--- src/rtl/coco_timer.sv ---
// coco_timer: memory-mapped down-counter timer with level interrupt.
// Register map (word select A): 0=CTRL, 1=PRESET, 2=COUNT (read-only), 3=reserved.
// CTRL[0]=En, CTRL[2:1]=Mode (01 auto-reload, anything else one-shot), CTRL[3]=IM.
module coco_timer #(
    parameter int unsigned CNT_W = 32
) (
    input  logic        Clk,
    input  logic        Reset,
    input  logic [1:0]  A,
    input  logic        We,
    input  logic [31:0] Din,
    output logic [31:0] DOut,
    output logic        IRQ
);

    localparam int unsigned DATA_W = 32;
    localparam int unsigned CTRL_W = 4;

    localparam logic [1:0] ADDR_CTRL   = 2'd0;
    localparam logic [1:0] ADDR_PRESET = 2'd1;
    localparam logic [1:0] ADDR_COUNT  = 2'd2;

    typedef enum logic [1:0] {
        ST_IDLE = 2'd0,
        ST_LOAD = 2'd1,
        ST_CNT  = 2'd2,
        ST_INT  = 2'd3
    } state_t;

    state_t             state;
    state_t             state_nxt;

    logic [CTRL_W-1:0]  ctrl;
    logic [CNT_W-1:0]   preset;
    logic [CNT_W-1:0]   count;
    logic               irq_flag;

    logic               ctrl_en;
    logic               ctrl_im;
    logic               auto_reload;
    logic               count_gt1;

    logic               ctrl_wr;
    logic               preset_wr;

    logic               load_cnt;
    logic               dec_cnt;
    logic               expire;
    logic               clr_en;
    logic               clr_flag;

    assign ctrl_en     = ctrl[0];
    assign ctrl_im     = ctrl[3];
    assign auto_reload = (ctrl[2:1] == 2'b01);
    assign count_gt1   = (count > CNT_W'(1));

    assign ctrl_wr     = We && (A == ADDR_CTRL);
    assign preset_wr   = We && (A == ADDR_PRESET);

    // State register
    always_ff @(posedge Clk) begin
        if (Reset) begin
            state <= ST_IDLE;
        end else begin
            state <= state_nxt;
        end
    end

    // Next-state logic: one transition per clock
    always_comb begin
        state_nxt = state;
        case (state)
            ST_IDLE: if (ctrl_en) state_nxt = ST_LOAD;
            ST_LOAD: state_nxt = ST_CNT;
            ST_CNT: begin
                if (!ctrl_en) begin
                    state_nxt = ST_IDLE;
                end else if (!count_gt1) begin
                    state_nxt = ST_INT;
                end
            end
            ST_INT:  state_nxt = auto_reload ? ST_LOAD : ST_IDLE;
            default: state_nxt = ST_IDLE;
        endcase
    end

    // FSM action strobes driving the datapath registers
    always_comb begin
        load_cnt = 1'b0;
        dec_cnt  = 1'b0;
        expire   = 1'b0;
        clr_en   = 1'b0;
        clr_flag = 1'b0;
        case (state)
            ST_LOAD: load_cnt = 1'b1;
            ST_CNT: begin
                if (ctrl_en) begin
                    if (count_gt1) begin
                        dec_cnt = 1'b1;
                    end else begin
                        expire = 1'b1;
                    end
                end
            end
            ST_INT: begin
                if (auto_reload) begin
                    clr_flag = 1'b1;
                end else begin
                    clr_en = 1'b1;
                end
            end
            default: ;
        endcase
    end

    // CTRL: CPU write takes priority over the one-shot En clear
    always_ff @(posedge Clk) begin
        if (Reset) begin
            ctrl <= '0;
        end else if (ctrl_wr) begin
            ctrl <= Din[CTRL_W-1:0];
        end else if (clr_en) begin
            ctrl[0] <= 1'b0;
        end
    end

    // PRESET: only sampled by LOAD, so mid-count writes affect the next period
    always_ff @(posedge Clk) begin
        if (Reset) begin
            preset <= '0;
        end else if (preset_wr) begin
            preset <= Din[CNT_W-1:0];
        end
    end

    // COUNT: load, decrement, or force to zero on expiry; never wraps
    always_ff @(posedge Clk) begin
        if (Reset) begin
            count <= '0;
        end else if (load_cnt) begin
            count <= preset;
        end else if (dec_cnt) begin
            count <= count - CNT_W'(1);
        end else if (expire) begin
            count <= '0;
        end
    end

    // irq_flag: any CTRL write clears it, otherwise set on expiry, cleared on reload
    always_ff @(posedge Clk) begin
        if (Reset) begin
            irq_flag <= 1'b0;
        end else if (ctrl_wr) begin
            irq_flag <= 1'b0;
        end else if (expire) begin
            irq_flag <= 1'b1;
        end else if (clr_flag) begin
            irq_flag <= 1'b0;
        end
    end

    // Read mux, combinational from A and the registers
    always_comb begin
        DOut = '0;
        case (A)
            ADDR_CTRL:   DOut = {27'b0, irq_flag, ctrl};
            ADDR_PRESET: DOut = DATA_W'(preset);
            ADDR_COUNT:  DOut = DATA_W'(count);
            default:     DOut = '0;
        endcase
    end

    // Interrupt request, masked by IM
    assign IRQ = ctrl_im & irq_flag;

endmodule
--- config.mk ---
export PLATFORM = sky130hd
export DESIGN_NAME = coco_timer
export DESIGN_NICKNAME = d
export VERILOG_FILES = /design/src/rtl/coco_timer.sv
export SDC_FILE = /design/constraint.sdc
export NUM_CORES = 1
export LEC_CHECK = 0
export CORE_ASPECT_RATIO = 0.75
export CORE_MARGIN = 3
export CORE_UTILIZATION = 52
export CTS_CLUSTER_SIZE = 25
export DETAILED_ROUTE_END_ITERATION = 10
export HOLD_SLACK_MARGIN = 0.1
export PLACE_DENSITY = 0.82
export SLEW_MARGIN = 20
export SYNTH_ARGS = -nofsm -noshare
export SYNTH_HDL_FRONTEND = slang
export SYNTH_SLANG_ARGS = --single-unit
--- constraint.sdc ---
create_clock -name Clk -period 2.5 [get_ports Clk]
set_input_delay 0.375 -clock Clk [delete_from_list [all_inputs] [get_ports Clk]]
set_output_delay 0.375 -clock Clk [all_outputs]
set_load 0.005 [all_outputs]
Yosys cells after proc, flatten, opt, wreduce, memory -nomap -nowiden. Index checks and enable logic that the tools add are counted.

Add/subtract/negate cells: 1. Order comparisons: 1. Eq/ne operators: 8. Mux-type cells: 24. Bitwise operators: 1. Reduce and logical (&&, ||, !) cells: 9.

Operator list (number): $mux 32 (3); $pmux 32 s3 (1); $gt 32x1->1 const B (1); $sub 32x1->32 const B (1); $mux 1 (16); $pmux 2 s4 (1); $eq 2x1->1 const B (3); $eq 2x2->1 const B (3); $mux 2 (3); $logic_not 2->1 (2); $reduce_bool 2->1 (2); $ne 3x3->1 const B (1); $reduce_bool 3->1 (1); $logic_and 1x1->1 (2); $ne 2x2->1 const B (1); $reduce_and 2->1 (1); $reduce_or 2->1 (1); $and 1x1->1 (1).

Bits in registers: 71. Input port bits: 37. Word-level logic and storage cells: 50.

Logic depth before layout (Yosys ltp).
Depth after elaboration: 7. Gate-level depth with buffers: 8. Gate-level depth less buffers: 6.

Least setup slack after synthesis. OpenSTA, ideal clock, no wires.

Kind: reg-to-reg. Start: reg count[22]. End: reg count[31]. Data arrival time: 1.916 ns. Required time: 2.369 ns. Path slack: 0.452 ns. Stages on the path, launching flop included: 8. Buffers on the path: 2. Clock period less this slack: 2.048 ns. Cells stage by stage: dfxtp_1 > buf_6 > or4_1 > buf_2 > or3_4 > nor4b_4 > xnor2_1 > o22ai_2.

Word-level cells in the longest chain between the ends: 6. Elaborated cells between the ends (all ways): 11. Classes of those cells: 1 x add/sub; 1 x order compare; 8 x mux; 1 x reduce/logical.

RTL lines: start, declared (line 35) `logic [CNT_W-1:0] count;`; start signal, assigned (line 141) `count <= preset;`; start signal, assigned (line 143) `count <= count - CNT_W'(1);`; $gt 32x1->1 (line 55) `assign count_gt1 = (count > CNT_W'(1));`; $mux 1 (line 98) `if (count_gt1) begin`; $mux 1 (line 97) `if (ctrl_en) begin`; $mux 1 (line 94) `case (state)`; $mux 32 (line 142) `end else if (dec_cnt) begin`; $mux 32 (line 140) `end else if (load_cnt) begin`.

Several ways; a longest one is shown, not always the timed one. A chain may end at the register's enable or synchronous reset.

Worst setup path after layout.
Start: in A[0]. End: out DOut[20].

Word-level cells in the longest chain between the ends: 2. Elaborated cells between the ends (all ways): 4. Classes of those cells: 2 x eq/ne; 1 x mux; 1 x reduce/logical.

RTL lines: start, declared (line 9) `input logic [1:0] A,`; $eq 2x2->1, or another cell as far along (line 165) `case (A)`; $pmux 32 s3 (*) (line 165); end, declared (line 12) `output logic [31:0] DOut,`.

Mark *: on every way between the ends. The rest lies on a longest branch, timed or not.

==> reports/qor.yml <==
switchingPower_mw: 0.575
max_cap_violations: 0
cts_root_buf: "clkbuf_8"
grt_usage_pct: 26.0
ys_seq_area_share_pct: 37.9
synth_top_area_share_pct: 37.9
crit_slowest_cell: "clkdlybuf4s50_1"
syn_to_final_growth_pct: 29.2
crit_cells: 5
cts_max_level: 3
cts_tree: "built"
synth_area_leader_cell: "dfxtp_1"
core_sq_mm: 0.00690
final_min_period_over_clock_period_pct: 99.0
yosys-top-cells-area: "dfxtp_1 38%, nand2_1 8.5%, a22o_1 6.3%"
drc: 0
vias_per_cell: 5.97
critPathTopFamily: "buffers and inverters"
ant_nets: 0
pwr-share-clk_pct: 42.3
die_area_sq_mm: 0.00828
stdcell_count: 631
synth_common_cells: "85 x nand2_1, 71 x dfxtp_1, 44 x a21oi_1"
cp-start-kind: "input port"
slowest_delay_ns: 0.54
drt-initial-drc-count: 307
final_area_sq_mm: 0.00484
seq_power_share_pct: 48.1
power.internal_mw: 1.86
swShare_pct: 23.6
async_flop_share_pct: 0
post-cts-setup-buffers: 0
synth-seq-cells: 71
critPathBufInv: 3
slew_headroom_pct: 56.7
cpMostUsedCell: "clkdlybuf4s50_1"
hold_viol: 0
top_usage_layer: "met2"
crit_type: "in -> out"
synth-edff-count: 0
p_leak_nw: 1.86
via_count: 3769
nets: 567
r2r-end: "count[31]"
dpl_cell_area_sq_mm: 0.00462
crit_end: "DOut[20]"
period_minus_slack_ns: 2.48
clk-insertion-delay-late_ns: 0.35
cts_inserted_buffers: 9
syn_area_per_cell_sq_um: 8.17
skew_ns: 0.00890
drtPass1Iterations: 6
powerDensity_mw_per_mm2: 502
worstPathRequired_ns: 2.12
syn_area_sq_mm: 0.00375
r2r_cells: 6
use_met2_pct: 40.8
utilization_pct: 70.2
crit_start: "A[0]"
dp.cells: 615
antenna_found_initial: 0
io_buffers: 69
finalSetupViolations: 0
routed_wirelength_um: 10600
yosysMostFrequentCell: "nand2_1"
grt_overflow_total: 0
dpl.hpwl_um: 7220
worst_slack_ns: 0.0245
gp_congestion: 0.902
drive_gt1_share_pct: 10.5
grt_max_degree: 49
num_antenna_cells: 0
place_worst_setup_slack_ns: 0.0648
gr-usage-met1_pct: 35.1
fp-row-count: 26
crit_path_max_fanout: 7
outcome: "completed"
grt_pass1_wl_um: 17600
clkSinkCount: 71
ys.flop_type: "dfxtp_1"
r2r-start: "count[23]"
endpoint_kind: "output port"
rsz0062_at_grt: "yes"
grtUsageMet3_pct: 7.60
ys_warn_count: 0
clk_path_buf_depth: 2
floorplan.initialDensity_pct: 54.4
syn-num-nets: 498
worstPathCellList: "clkdlybuf4s50_1 > nor2b_2 > buf_4 > a22o_1 > clkdlybuf4s50_1"
r2r_slack_ns: 0.32
wl_per_cell_um: 16.9
final_max_slew_viol_count: 0
syn_inst: 459
min_path_type: "in -> reg"
cp_data_arrival_time_ns: 2.10
p_comb_share_pct: 9.6
die_y_um: 79.5
fp.dieW_um: 104
worstMarginPinSlew_ns: 0.647
ir_worst_vdd_mv: 0.295
max_freq_mhz: 404
io_pins: 70
yosysUniqueCellTypes: 56
first_global_vias: 3480
clkTransAtPathRegs_ns: 0.08
## layout by cell type (no fill, tap or decap), types with 5 or more instances in the layout
master and count:
o31a_1 5, xnor2_1 14, o22ai_1 12, buf_4 21
mux2i_1 8, clkdlybuf4s50_1 68, a22o_1 27, nor4_1 9
a21oi_1 44, clkbuf_8 10, dfxtp_1 71, nor2_1 21
nand2_1 85, nor3_1 10, or3_1 6, inv_1 8
nand3_1 6, o21ai_1 7, o21ai_0 8, a22oi_1 22
## worst register-to-register path, delay by kind of cell, from the launching register on
kind,cells,cell delay (ns)
AND/OR/NAND/NOR,3,1.22
buffers and inverters,1,0.19
AO/OA/AOI/OAI,1,0.10
XOR/XNOR,1,0.17
flip-flops,1,0.37
## worst min path at each step
stage	from	endpoint	cells past startpoint
floorplan	preset[14]	preset[14]	2
global placement	preset[18]	preset[18]	2
detailed placement	preset[18]	preset[18]	2
CTS	Reset	count[14]	2
global route	Reset	preset[18]	2
finish	Reset	count[14]	2
## flip-flops by register name, indices dropped and copies added (netlist names)
register / flops
ctrl: 4
count: 32
state: 2
preset: 32
irq_flag: 1
## cells by family (layout without fill, tap and decap cells)
logic type	after synthesis	after routing	synth area share (%)
simple gates	170	170	23.4
fa+ha+maj	2	2	0.667
xor+xnor	16	16	3.74
buf+inv	43	117	4.80
mux	8	8	2.14
compound gates	149	149	27.4
flops	71	71	37.9
## timing repair
action / CTS / global route
hold buffers: 0 / 0
resized for setup: 0 / 1
setup endpoints to repair: 0 / 13
## per-stage QoR
step                total power [mW]  hold WS [ns]  setup TNS [ns]
floorplan                       1.31         0.449               0
global placement                1.42         0.465               0
detailed placement              1.43         0.464               0
CTS                             2.44         0.441               0
global route                    2.51         0.487         -0.0644
finish                          2.43         0.444               0
## cell type report
cell class,instances,area [sq um]
Multi-Input combinational cell,345,2150
Fill cell,572,2050
Sequential cell,71,1420
Timing Repair Buffer,93,895
Clock buffer,11,141
Tap cell,98,123
Clock inverter,5,81.3
Inverter,8,30.0
## power groups by stage
stage / clock, mW / sequential [mW] / combinational [mW]
finish: 1.03 / 1.17 / 0.232
global route: 1.08 / 1.17 / 0.255
CTS: 1.04 / 1.17 / 0.231
detailed placement: 0 / 1.20 / 0.230
global placement: 0 / 1.20 / 0.224
floorplan: 0 / 1.19 / 0.119
## routing by layer
layer,vias up,wire length (um),part of all wire (%)
li1,1821,-,-
met1,1760,4800,45
met2,173,4790,45
met3,15,911,8.6
met4,0,144,1.4
met5,-,0,0
No activity file was read; power rests on OpenSTA's default activity.
